<file path="src/rtl/sync_short_pkg.sv">
// Shared types and constants for the short-preamble sync chain.
// State encoding, Q3 scaling shift and default plateau settings.
package sync_short_pkg;

   typedef enum logic [2:0] {
      IDLE    = 3'd0,
      FILL    = 3'd1,
      SEARCH  = 3'd2,
      LOCKED  = 3'd3,
      HOLDOFF = 3'd4
   } state_t;

   // corr_mag is compared in Q3 against pwr*THRESH
   localparam int Q3_SHIFT        = 3;
   localparam int THRESH_DEF      = 6;
   localparam int PLATEAU_MIN_DEF = 48;
   localparam int PWR_MIN_DEF     = 100;

endpackage

</file>
<file path="src/rtl/sync_plateau_cnt.sv">
// Plateau detector: Q3 threshold compare, power floor, run counter.
// Ports: CLK, s_RST, strobe, clear, corr_mag, pwr -> hit, plateau_reached.
module sync_plateau_cnt
   import sync_short_pkg::*;
#(
   parameter int MAG_W       = 32,
   parameter int THRESH      = THRESH_DEF,
   parameter int PLATEAU_MIN = PLATEAU_MIN_DEF,
   parameter int PWR_MIN     = PWR_MIN_DEF
) (
   input  logic             CLK,
   input  logic             s_RST,
   input  logic             strobe,
   input  logic             clear,
   input  logic [MAG_W-1:0] corr_mag,
   input  logic [MAG_W-1:0] pwr,
   output logic             hit,
   output logic             plateau_reached
);

   localparam int CW = MAG_W + 8;

   logic [CW-1:0] lhs;
   logic [CW-1:0] rhs;
   logic [15:0]   plat_cnt;

   // widened before scaling so neither side can overflow
   assign lhs = CW'(corr_mag) << Q3_SHIFT;
   assign rhs = CW'(pwr) * CW'(THRESH);

   assign hit = (pwr >= MAG_W'(PWR_MIN)) && (lhs >= rhs);

   // fires on the hit strobe that completes the run
   assign plateau_reached = strobe && hit &&
      (({1'b0, plat_cnt} + 17'd1) == 17'(PLATEAU_MIN));

   always_ff @(posedge CLK) begin
      if (s_RST || clear) begin
         plat_cnt <= '0;
      end else if (strobe) begin
         if (!hit)
            plat_cnt <= '0;
         else if (plat_cnt != 16'hFFFF)
            plat_cnt <= plat_cnt + 16'd1;
      end
   end

endmodule

</file>
<file path="src/rtl/sync_short_ctrl.sv">
// Short-preamble sync sequencer: fill wait, plateau search, lock/timeout.
// Ports: CLK, s_RST, start, abort, sample_strobe, corr_mag, pwr ->
//   dly_enable, search_active, detect, detect_idx, timeout, state.
module sync_short_ctrl
   import sync_short_pkg::*;
#(
   parameter int DELAY_LEN       = 16,
   parameter int MAG_W           = 32,
   parameter int THRESH          = THRESH_DEF,
   parameter int PLATEAU_MIN     = PLATEAU_MIN_DEF,
   parameter int PWR_MIN         = PWR_MIN_DEF,
   parameter int TIMEOUT_SAMPLES = 4000,
   parameter int HOLDOFF_CYC     = 4,
   parameter int AUTO_RESTART    = 0
) (
   input  logic             CLK,
   input  logic             s_RST,
   input  logic             start,
   input  logic             abort,
   input  logic             sample_strobe,
   input  logic [MAG_W-1:0] corr_mag,
   input  logic [MAG_W-1:0] pwr,
   output logic             dly_enable,
   output logic             search_active,
   output logic             detect,
   output logic [15:0]      detect_idx,
   output logic             timeout,
   output logic [2:0]       state
);

   state_t      st;
   state_t      st_d;
   logic [15:0] fill_cnt;
   logic [15:0] sample_cnt;
   logic [7:0]  hold_cnt;

   logic        dly_d;
   logic        srch_d;
   logic        det_d;
   logic        to_d;
   logic [15:0] idx_d;

   logic        strb_srch;
   logic        hit;
   logic        plat_hit;
   logic        det_ev;
   logic        to_ev;
   logic        fill_done;
   logic        hold_done;
   logic        start_ok;

   assign strb_srch = sample_strobe && (st == SEARCH);
   assign det_ev    = strb_srch && hit && plat_hit;
   // detection outranks timeout on the same strobe
   assign to_ev     = strb_srch && !det_ev &&
      (({1'b0, sample_cnt} + 17'd1) == 17'(TIMEOUT_SAMPLES));
   assign fill_done = sample_strobe && (st == FILL) &&
      (({1'b0, fill_cnt} + 17'd1) == 17'(DELAY_LEN));
   assign hold_done = (st == HOLDOFF) &&
      (hold_cnt == 8'(HOLDOFF_CYC - 1));
   assign start_ok  = (st == IDLE) && start;

   sync_plateau_cnt #(
      .MAG_W       (MAG_W),
      .THRESH      (THRESH),
      .PLATEAU_MIN (PLATEAU_MIN),
      .PWR_MIN     (PWR_MIN)
   ) u_plat (
      .CLK             (CLK),
      .s_RST           (s_RST),
      .strobe          (strb_srch),
      .clear           (st != SEARCH),
      .corr_mag        (corr_mag),
      .pwr             (pwr),
      .hit             (hit),
      .plateau_reached (plat_hit)
   );

   // state register, counters and registered outputs
   always_ff @(posedge CLK) begin
      if (s_RST) begin
         st            <= IDLE;
         fill_cnt      <= '0;
         sample_cnt    <= '0;
         hold_cnt      <= '0;
         dly_enable    <= 1'b0;
         search_active <= 1'b0;
         detect        <= 1'b0;
         timeout       <= 1'b0;
         detect_idx    <= '0;
      end else begin
         st            <= st_d;
         dly_enable    <= dly_d;
         search_active <= srch_d;
         detect        <= det_d;
         timeout       <= to_d;
         detect_idx    <= idx_d;

         if (st != FILL)
            fill_cnt <= '0;
         else if (sample_strobe)
            fill_cnt <= fill_cnt + 16'd1;

         if ((st == IDLE) || (st == HOLDOFF))
            sample_cnt <= '0;
         else if (strb_srch && (sample_cnt != 16'hFFFF))
            sample_cnt <= sample_cnt + 16'd1;

         if (st == HOLDOFF)
            hold_cnt <= hold_cnt + 8'd1;
         else
            hold_cnt <= '0;
      end
   end

   // next state
   always_comb begin
      st_d = st;
      unique case (st)
         IDLE: begin
            if (start)
               st_d = FILL;
         end
         FILL: begin
            if (abort)
               st_d = HOLDOFF;
            else if (fill_done)
               st_d = SEARCH;
         end
         SEARCH: begin
            if (abort)
               st_d = HOLDOFF;
            else if (det_ev)
               st_d = LOCKED;
            else if (to_ev)
               st_d = HOLDOFF;
         end
         LOCKED: begin
            if (abort)
               st_d = HOLDOFF;
         end
         HOLDOFF: begin
            if (hold_done)
               st_d = (AUTO_RESTART != 0) ? FILL : IDLE;
         end
         default: st_d = IDLE;
      endcase
   end

   // next registered outputs
   always_comb begin
      dly_d  = (st_d == FILL) || (st_d == SEARCH) ||
               (st_d == LOCKED);
      srch_d = (st_d == SEARCH);
      det_d  = det_ev && !abort;
      to_d   = to_ev && !abort;
      idx_d  = detect_idx;
      if (start_ok)
         idx_d = '0;
      if (det_d)
         idx_d = sample_cnt;
   end

   assign state = st;

endmodule

</file>
<file path="config.mk">
export PLATFORM = sky130hd
export DESIGN_NAME = sync_short_ctrl
export DESIGN_NICKNAME = d
export VERILOG_FILES = /design/src/rtl/sync_short_pkg.sv /design/src/rtl/sync_plateau_cnt.sv /design/src/rtl/sync_short_ctrl.sv
export SDC_FILE = /design/constraint.sdc
export NUM_CORES = 1
export LEC_CHECK = 0
export ABC_AREA = 1
export BUFFER_PORTS_ARGS = -buffer_cell sky130_fd_sc_hd__buf_2
export CORE_ASPECT_RATIO = 1.4
export CORE_MARGIN = 8
export CORE_UTILIZATION = 33
export DETAILED_ROUTE_END_ITERATION = 8
export GPL_TIMING_DRIVEN = 0
export SLEW_MARGIN = 20
export SYNTH_ARGS = -nofsm -noshare
export SYNTH_HDL_FRONTEND = slang
export SYNTH_HIERARCHICAL = 1
export SYNTH_SLANG_ARGS = --single-unit
</file>
<file path="constraint.sdc">
create_clock -name CLK -period 6.35 [get_ports CLK]
set_input_delay 0.3175 -clock CLK [delete_from_list [all_inputs] [get_ports CLK]]
set_output_delay 0.3175 -clock CLK [all_outputs]
set_load 0.01 [all_outputs]
</file>
==> summary.txt, run 1 <==
Run status: finished clean
Row count: 65
Register area share after synthesis: 20.9%
DR vias: 7668
Pint: 933 uW
R2R cell count: 16
CTS Buf Count: 9
Max-Cap Viols: 0
# nets final: 1458
Clk root buf: clkbuf_16
First-pass GRT wire length: 34800 um
Core Box Area: 22500 um2
Hold Crit Endpoint: state[2]
WL per Instance: 13.0 um
Global placement routability congestion: 0.909
Yosys cell types: 43
Post-placement cell area: 8380 um2
Worst path slowest cell: a21boi_1
Slew Limit Fails: 0
Crit Path Max Fanout: 10
CTS tree: done
Setup tns final: 0 ns
P&R area growth vs syn: 14.7%
Synth Cell Area: 7560 um2
Crit-path most repeated cell: nand2_1
Pre-CTS WS: 1.17 ns
Die span in x: 144 um
Clock Tree Buf Depth: 2
Leakage: 4.01 nW
Final ANT Viol Nets: 0
Ports: 92
Finished Layout Cells: 1604
Worst r2r src: state[2]
Reg-to-reg endpoint: detect_idx[6]
RSZ-0062 raised after global routing: no
Share of layout cells above drive strength 1: 12.4%
Clock Latency Late Sink: 0.34 ns
Final setup fails: 0
N_diodes: 0
Sw frac: 32.8%
DR pass1 iterations: 4
Detailed Route WL: 20800 um
Worst Path Required: 6.62 ns
Post-CTS Resized: 0
Post-DP HPWL: 17400 um
CP Launch Type: primary input
Clock Sinks: 79
Tcrit/Tclk final: 76.6%
WP data arrival: 5.14 ns
Cts-stage hold buffer count: 0
Gr usage total: 15.1%
Seq cells post-synth: 79
DR vias/cell: 4.78
Worst slew pin tran: 0.776 ns
Initial core utilization: 33.5%
Comb pwr share: 27.9%
Reg2reg setup slack: 3.16 ns
Largest net degree at the start of global routing: 14
CP Capture Type: register
H-tree depth: 3
Synth Area per Inst: 6.31 um2
Cell count after synthesis: 1198
Remaining DRCs: 0
Worst hold start: s_RST
Total grt overflow: 0
Final instance area: 8670 um2
Hold Fails Final Rpt: 0
Fillers: 2478
Worst slew margin: 48.2%
Flop pwr share: 36.2%
Setup Buffers After CTS: 0
Placed cell count: 1589
Vias in the first global route: 7552
Port-buffer cells: 90
Die Area: 28100 um2
Max incr delay on CP: 0.61 ns
Fmax: 0.206 GHz
Switching Power: 455 uW
Synth Net Count: 1357
Drt initial violations: 298
Clock transition at the registers of the reported paths: 0.06 ns
Clock Skews: 0.00939 ns
Reg area: 1580 um2
Critical path class: in -> reg
VDD IR max: 0.121 mV
Post-layout min period: 4.87 ns
Ys Warns: 6
P per Cell Area: 160 nW/um2
Setup ws final: 1.48 ns
Hold path cells: 2
Worst hold path type: in -> reg
Clock power frac: 35.9%
Area of the multi-input gates: 5200 um2
Initial antenna violation count: 0
Die height: 195 um
layout make-up:
type | count | share of cell area (%)
clock inverter | 4 | 0.346
buffer | 20 | 1.18
sequential | 79 | 18.2
inverter | 180 | 7.80
tap | 301 | 4.35
multi-input combinational | 919 | 60.0
clock buffer | 11 | 2.92
timing repair buffer | 90 | 5.20
stage by stage:
step,hold slack [ns],utilization (%),total power [mW]
floorplan,0.387,-,0.788
global placement,0.437,37.2,0.897
detailed placement,0.452,37.2,0.903
CTS,0.232,38.5,1.41
global route,0.254,38.5,1.48
finish,0.245,38.5,1.39
registers in the layout (all words and copies together) (netlist names):
register,flops
detect,1
sample_cnt,16
u_plat/plat_cnt,16
detect_idx,16
hold_cnt,8
timeout,1
dly_enable,1
state,3
search_active,1
fill_cnt,16
cell usage in the layout, fill, tap and decap left out, types with 3 or more instances in the layout:
master     instances
a21o_1             5
a21oi_1          100
a31oi_1            5
buf_2             97
clkbuf_1           8
clkbuf_16          9
clkinv_1           3
dfxtp_1           79
ha_1              89
inv_1            172
inv_2              5
nand2_1          283
nand2_2            9
nand3_1           75
nand3_2           14
nand4_1           27
nor2_1           140
nor2_2             7
nor2_4             6
nor3_1            13
nor4_1             6
o211ai_1           7
o21a_1             5
o21ai_0           63
o21bai_1           5
xnor2_1           19
xor2_1            22
worst max-delay path by stage:
stage	startpoint	to	slack (ns)	cells past startpoint
6_report	pwr[1]	detect_idx[14]	1.48	31
5_1_grt	pwr[1]	detect_idx[10]	0.92	31
3_3_place_gp	pwr[1]	detect_idx[9]	1.18	30
2_1_floorplan	pwr[0]	detect_idx[6]	2.43	29
3_5_place_dp	pwr[1]	detect_idx[7]	1.17	30
4_1_cts	pwr[1]	detect_idx[7]	1.49	30
synthesized netlist by cell type, drive strengths merged:
cell type	n	area, um2
buf	12	72.6
o211ai	8	65.1
nand2b	1	6.26
a21boi	4	30.0
ha	89	1110
nand3	89	515
nor2	153	637
xnor2	19	166
xor2	22	193
inv	177	664
nor4	6	37.5
clkbuf	8	30.0
a21oi	100	500
a211oi	2	15.0
o21a	5	37.5
o21ai	67	350
fa	1	20.0
o21bai	5	37.5
clkinv	3	11.3
nand4	27	169
or2	3	18.8
nand2	292	1120
nor3	14	81.3
dfxtp	79	1580
and3	1	6.26
a21o	5	37.5
a31oi	5	31.3
o211a	1	10.0
critical path, delay by kind of cell:
family	cells	cell delay [ns]
fa+ha+maj	2	0.68
buf+inv	4	0.66
compound gates	6	1.74
xor+xnor	1	0.22
simple gates	18	1.54
logic make-up (layout without fill, tap and decap cells):
logic type	after synthesis	after routing	synth area share, %
flip-flops	79	79	20.9
buffers and inverters	200	305	10.3
adder cells (fa/ha/maj)	90	90	15.0
XOR/XNOR	41	41	4.75
AO/OA/AOI/OAI	202	202	14.8
AND/OR/NAND/NOR	586	586	34.3
layer usage:
layer | wire length, um | up-vias | track usage, %
li1 | - | 4093 | -
met4 | 403 | 0 | 4.81
met1 | 8610 | 3416 | 16.3
met5 | 0 | - | 0
met3 | 676 | 29 | 2.25
met2 | 11100 | 130 | 29.0
power groups by stage:
stage | Clock [mW] | Sequential, mW | Combinational (mW)
after global routing | 0.531 | 0.502 | 0.451
after floorplan | 0 | 0.513 | 0.275
final | 0.498 | 0.502 | 0.388
after CTS | 0.512 | 0.502 | 0.393
after global placement | 0 | 0.513 | 0.384
after detailed placement | 0 | 0.513 | 0.390
Note: power is estimated with default switching activity, not from simulation.
==> run 2: changes to the inputs <==
clock period = 4.8 ns   (was 6.35 ns; I/O delays follow)
==> run 2 against run 1 <==
Net effect: sequential share of layout area decreased by 0.12 points; hold slack got worse by 0.077 ns; first-iteration DRC count increased by 12%; core utilization grew 0.24 points; largest cell class unchanged.
==> summary.txt, run 2 (synthesized netlist as in run 1, its figures left out) <==
P&R area growth vs syn: 15.4% (was 14.7%)
VDD IR max: 0.161 mV (was 0.121 mV)
Most common cell after layout, fill and taps aside: nand2_1 (unchanged)
Leakage: 4.03 nW (was 4.01 nW)
Die height: 195 um (unchanged)
Clk root buf: clkbuf_16 (unchanged)
Tcrit/Tclk final: 88.8%
Core Box Area: 22500 um2 (unchanged)
Share of layout cells above drive strength 1: 13.3% (was 12.4%)
WL per Instance: 13.0 um (about the same)
Detailed Route WL: 20800 um (about the same)
H-tree depth: 3 (unchanged)
R2R cell count: 17 (was 16)
Remaining DRCs: 0 (unchanged)
Clock power frac: 35.7% (was 35.9%)
Hold path cells: 2 (unchanged)
Largest net degree at the start of global routing: 14 (unchanged)
DR vias/cell: 4.79 (was 4.78)
Flop pwr share: 36.0% (was 36.2%)
Total grt overflow: 0 (unchanged)
Worst slew pin tran: 0.559 ns (was 0.776 ns)
CP Capture Type: register (unchanged)
P per Cell Area: 211 nW/um2 (was 160 nW/um2)
DR vias: 7686 (was 7668)
Port-buffer cells: 90 (unchanged)
CTS Buf Count: 9 (unchanged)
Most frequent cells in the layout: 283 x nand2_1, 172 x inv_1, 138 x nor2_1 (was 283 x nand2_1, 172 x inv_1, 140 x nor2_1)
Worst path slowest cell: fa_1 (was a21boi_1)
Critical path class: in -> reg (unchanged)
Crit Path Max Fanout: 10 (unchanged)
RSZ-0062 raised after global routing: no (unchanged)
Worst hold path type: in -> reg (unchanged)
First-pass GRT wire length: 34800 um (unchanged)
Max incr delay on CP: 0.40 ns (was 0.61 ns)
Clock Latency Late Sink: 0.34 ns (about the same)
WP data arrival: 4.53 ns (was 5.14 ns)
Final ANT Viol Nets: 0 (unchanged)
Post-layout min period: 4.26 ns
Initial antenna violation count: 0 (unchanged)
CP Launch Type: primary input (unchanged)
Cell family with most CP delay: simple AND/OR/NAND/NOR gates (was compound AO/OA/AOI/OAI gates)
Fmax: 0.235 GHz
Vias in the first global route: 7552 (unchanged)
Crit-path most repeated cell: nand2_1 (unchanged)
Hold Crit Endpoint: state[2] (unchanged)
Clock transition at the registers of the reported paths: 0.06 ns (about the same)
DR pass1 iterations: 5 (was 4)
Reg-to-reg endpoint: detect_idx[7] (was detect_idx[6])
N_diodes: 0 (unchanged)
Slew Limit Fails: 0 (unchanged)
Worst slew margin: 62.7% (was 48.2%)
Fin util: 38.7% (was 38.5%)
Switching Power: 605 uW (was 455 uW)
Hold Fails Final Rpt: 0 (unchanged)
Cts-stage hold buffer count: 0 (unchanged)
Fillers: 2479 (was 2478)
Worst path buffer plus inverter count: 6 (was 4)
Die span in x: 144 um (unchanged)
Comb pwr share: 28.3% (was 27.9%)
Sw frac: 32.8% (about the same)
Row count: 65 (unchanged)
Clock Sinks: 79 (unchanged)
Clock Skews: 0.00752 ns (was 0.00939 ns)
Worst r2r src: state[2] (unchanged)
Die Area: 28100 um2 (unchanged)
Final setup fails: 0 (unchanged)
Post-DP HPWL: 17400 um (unchanged)
Run status: finished clean (unchanged)
Gr usage total: 15.1% (unchanged)
Drt initial violations: 334 (was 298)
Global placement routability congestion: 0.909 (unchanged)
Worst hold start: s_RST (unchanged)
Initial core utilization: 33.5% (unchanged)
Clock Tree Buf Depth: 2 (unchanged)
Hold slack: 0.168 ns (was 0.245 ns)
CTS tree: done (unchanged)
Reg2reg setup slack: 1.75 ns (was 3.16 ns)
# nets final: 1459 (was 1458)
Worst Path Required: 5.07 ns (was 6.62 ns)
Ports: 92 (unchanged)
Pint: 1.24 mW (was 933 uW)
Max-Cap Viols: 0 (unchanged)
## run 2: changes by cell type in the layout (fill, tap and decap cells not counted), sizes merged
cell  previous run  this run
buf            102       103
## run 2: area by class of cell
cell class	count	area [um2]	area share [%]
Sequential cell	79	1580	18.1
Timing Repair Buffer	91	458	5.25
Multi-Input combinational cell	919	5240	60.1
Clock inverter	4	30.0	0.344
Tap cell	301	377	4.32
Buffer	20	105	1.20
Inverter	180	676	7.75
Clock buffer	11	253	2.90
## run 2: timing repair
action | 4_1_cts | 5_1_grt
resized for setup | 0 | 16
buffers inserted | 0 | 1
setup endpoints to repair | 0 | 22
## run 2: per-layer routing
metal	wire (um)	GRT usage [%]
met5	0	0
met3	671	2.25
met1	8620	16.3
met4	376	4.81
met2	11200	29.0
## run 2: worst max-delay path by stage
stage,startpoint,to,slack [ns],depth (start not counted)
final,pwr[1],detect_idx[7],0.54,31
after global routing,pwr[2],search_active,0.01,36
after CTS,pwr[1],detect_idx[7],0.02,30
after detailed placement,pwr[1],detect_idx[7],-0.30,30
after global placement,pwr[1],detect_idx[9],-0.29,30
after floorplan,pwr[0],detect_idx[6],0.96,29
## run 2: stage by stage
stage	instance area, um2	power (mW)	setup TNS (ns)	worst slack, ns	cells
floorplan	7560	1.04	0	0.957	1198
global placement	8380	1.19	-3.17	-0.288	1589
detailed placement	8380	1.20	-3.19	-0.303	1589
CTS	8670	1.86	0	0.0168	1604
global route	8720	1.97	0	0.0114	1605
finish	8720	1.84	0	0.537	1605
## run 2: power by group through the flow
stage / clock, mW / sequential (mW) / combinational, mW
2_1_floorplan: 0 / 0.679 / 0.364
3_3_place_gp: 0 / 0.679 / 0.507
3_5_place_dp: 0 / 0.679 / 0.516
4_1_cts: 0.678 / 0.664 / 0.519
6_report: 0.658 / 0.664 / 0.522
5_1_grt: 0.703 / 0.665 / 0.605
==> run 3: changes to the inputs <==
SLEW_MARGIN = default   (was 20)
clock period = 4.89 ns   (was 4.8 ns; I/O delays follow)
==> run 3 against run 2 <==
Net effect: clock-buffer cell count unchanged; register-to-register slack better by 0.05 ns; cell area down 0.10%; wire length up 0.20%; final cell count unchanged; via count up 0.21%; global-route usage unchanged; clock skew up 0.0018 ns; critical path type unchanged; largest cell class unchanged; highest routed layer unchanged.
==> summary.txt, run 3 (synthesized netlist as in run 1, its figures left out) <==
Leakage: 4.02 nW (was 4.03 nW)
Fin util: 38.7% (about the same)
Die span in x: 144 um (unchanged)
P per Cell Area: 208 nW/um2 (was 211 nW/um2)
Met1 WL: 8640 um (was 8620 um)
Row count: 65 (unchanged)
Global placement routability congestion: 0.909 (unchanged)
Clock Tree Buf Depth: 2 (unchanged)
Slew Limit Fails: 0 (unchanged)
Final instance area: 8710 um2 (was 8720 um2)
First-pass GRT wire length: 34800 um (unchanged)
Most common cell after layout, fill and taps aside: nand2_1 (unchanged)
Finished Layout Cells: 1605 (unchanged)
P&R area growth vs syn: 15.3% (was 15.4%)
Pre-CTS WS: -0.217 ns (was -0.303 ns)
H-tree depth: 3 (unchanged)
Run status: finished clean (unchanged)
Initial antenna violation count: 0 (unchanged)
CTS tree: done (unchanged)
Setup ws final: 0.571 ns (was 0.537 ns)
Power, Total: 1.81 mW (was 1.84 mW)
Hold Fails Final Rpt: 0 (unchanged)
Setup tns final: 0 ns (unchanged)
Most frequent cells in the layout: 283 x nand2_1, 172 x inv_1, 138 x nor2_1 (unchanged)
Final ANT Viol Nets: 0 (unchanged)
Drt initial violations: 307 (was 334)
Hold slack: 0.174 ns (was 0.168 ns)
Share of layout cells above drive strength 1: 13.3% (about the same)
DR vias: 7702 (was 7686)
Clock Sinks: 79 (unchanged)
Port-buffer cells: 90 (unchanged)
Tcrit/Tclk final: 88.3%
Remaining DRCs: 0 (unchanged)
Clock transition at the registers of the reported paths: 0.06 ns (about the same)
CTS Buf Count: 9 (unchanged)
CP Capture Type: register (unchanged)
DR vias/cell: 4.80 (was 4.79)
Vias in the first global route: 7552 (unchanged)
WL per Instance: 13.0 um (about the same)
N_diodes: 0 (unchanged)
Clock Latency Late Sink: 0.34 ns (about the same)
Post-placement cell area: 8380 um2 (unchanged)
Final setup fails: 0 (unchanged)
Worst hold path type: in -> reg (unchanged)
Fmax: 0.232 GHz
Post-DP HPWL: 17400 um (unchanged)
Total grt overflow: 0 (unchanged)
Clock Skews: 0.00936 ns (was 0.00752 ns)
Worst slew margin: 61.7% (was 62.7%)
Gr usage total: 15.1% (unchanged)
Max incr delay on CP: 0.40 ns (about the same)
CP Launch Type: primary input (unchanged)
Crit Path Max Fanout: 10 (unchanged)
Initial core utilization: 33.5% (unchanged)
Met3 wire length: 677 um (was 671 um)
RSZ-0062 raised after global routing: no (unchanged)
Die Area: 28100 um2 (unchanged)
Clk root buf: clkbuf_16 (unchanged)
Crit-path most repeated cell: nand2_1 (unchanged)
Worst Path Required: 5.16 ns (was 5.07 ns)
Post-layout min period: 4.32 ns
Die height: 195 um (unchanged)
WP data arrival: 4.58 ns (was 4.53 ns)
Largest net degree at the start of global routing: 14 (unchanged)
Placed cell count: 1589 (unchanged)
Detailed Route WL: 20900 um (was 20800 um)
# nets final: 1459 (unchanged)
VDD IR max: 0.157 mV (was 0.161 mV)
Ports: 92 (unchanged)
Max-Cap Viols: 0 (unchanged)
Worst path slowest cell: fa_1 (unchanged)
Worst slew pin tran: 0.573 ns (was 0.559 ns)
Top sig layer: met4 (unchanged)
Critical path class: in -> reg (unchanged)
Core Box Area: 22500 um2 (unchanged)
DR pass1 iterations: 7 (was 5)
Met2 Wirelength: 11200 um (about the same)
-- run 3: layout make-up --
cell class | instances | area (um2)
flip-flops and latches | 79 | 1580
well taps | 301 | 377
plain buffers | 20 | 104
clock inverters | 4 | 30.0
repair buffers | 91 | 458
fillers | 2480 | 13800
clock buffers | 11 | 253
multi-input cells | 919 | 5240
inverters | 180 | 676
-- run 3: final timing paths --
check | depth (start not counted) | slack, ns | start | end
worst max-delay path | 31 | 0.57 | pwr[1] | detect_idx[7]
worst max register to register | 17 | 1.80 | state[2] | detect_idx[7]
worst min-delay path | 2 | 0.17 | s_RST | state[2]
worst min register to register | 1 | 0.46 | hold_cnt[0] | hold_cnt[0]
-- run 3: layer usage --
metal | vias to the layer above | global-route usage [%]
met5 | - | 0
met1 | 3429 | 16.3
li1 | 4097 | -
met4 | 0 | 4.81
met3 | 30 | 2.25
met2 | 146 | 29.0
-- run 3: critical path, delay by kind of cell --
kind | cells | cell delay, ns
AND/OR/NAND/NOR | 18 | 2.08
XOR/XNOR | 1 | 0.15
buffers and inverters | 6 | 0.70
AO/OA/AOI/OAI | 4 | 0.70
adder cells (fa/ha/maj) | 2 | 0.70
-- run 3: report_power, final --
part | switching (mW) | internal [mW]
registers | 0.00451 | 0.648
clock network | 0.274 | 0.371
logic | 0.315 | 0.197
total | 0.594 | 1.22
-- run 3: timing repair --
item | in CTS | in global routing
setup endpoints to repair | 0 | 22
gates resized for setup | 0 | 13
hold buffers | 0 | 0
endpoints found under the hold margin | 0 | 0
setup buffers | 0 | 1
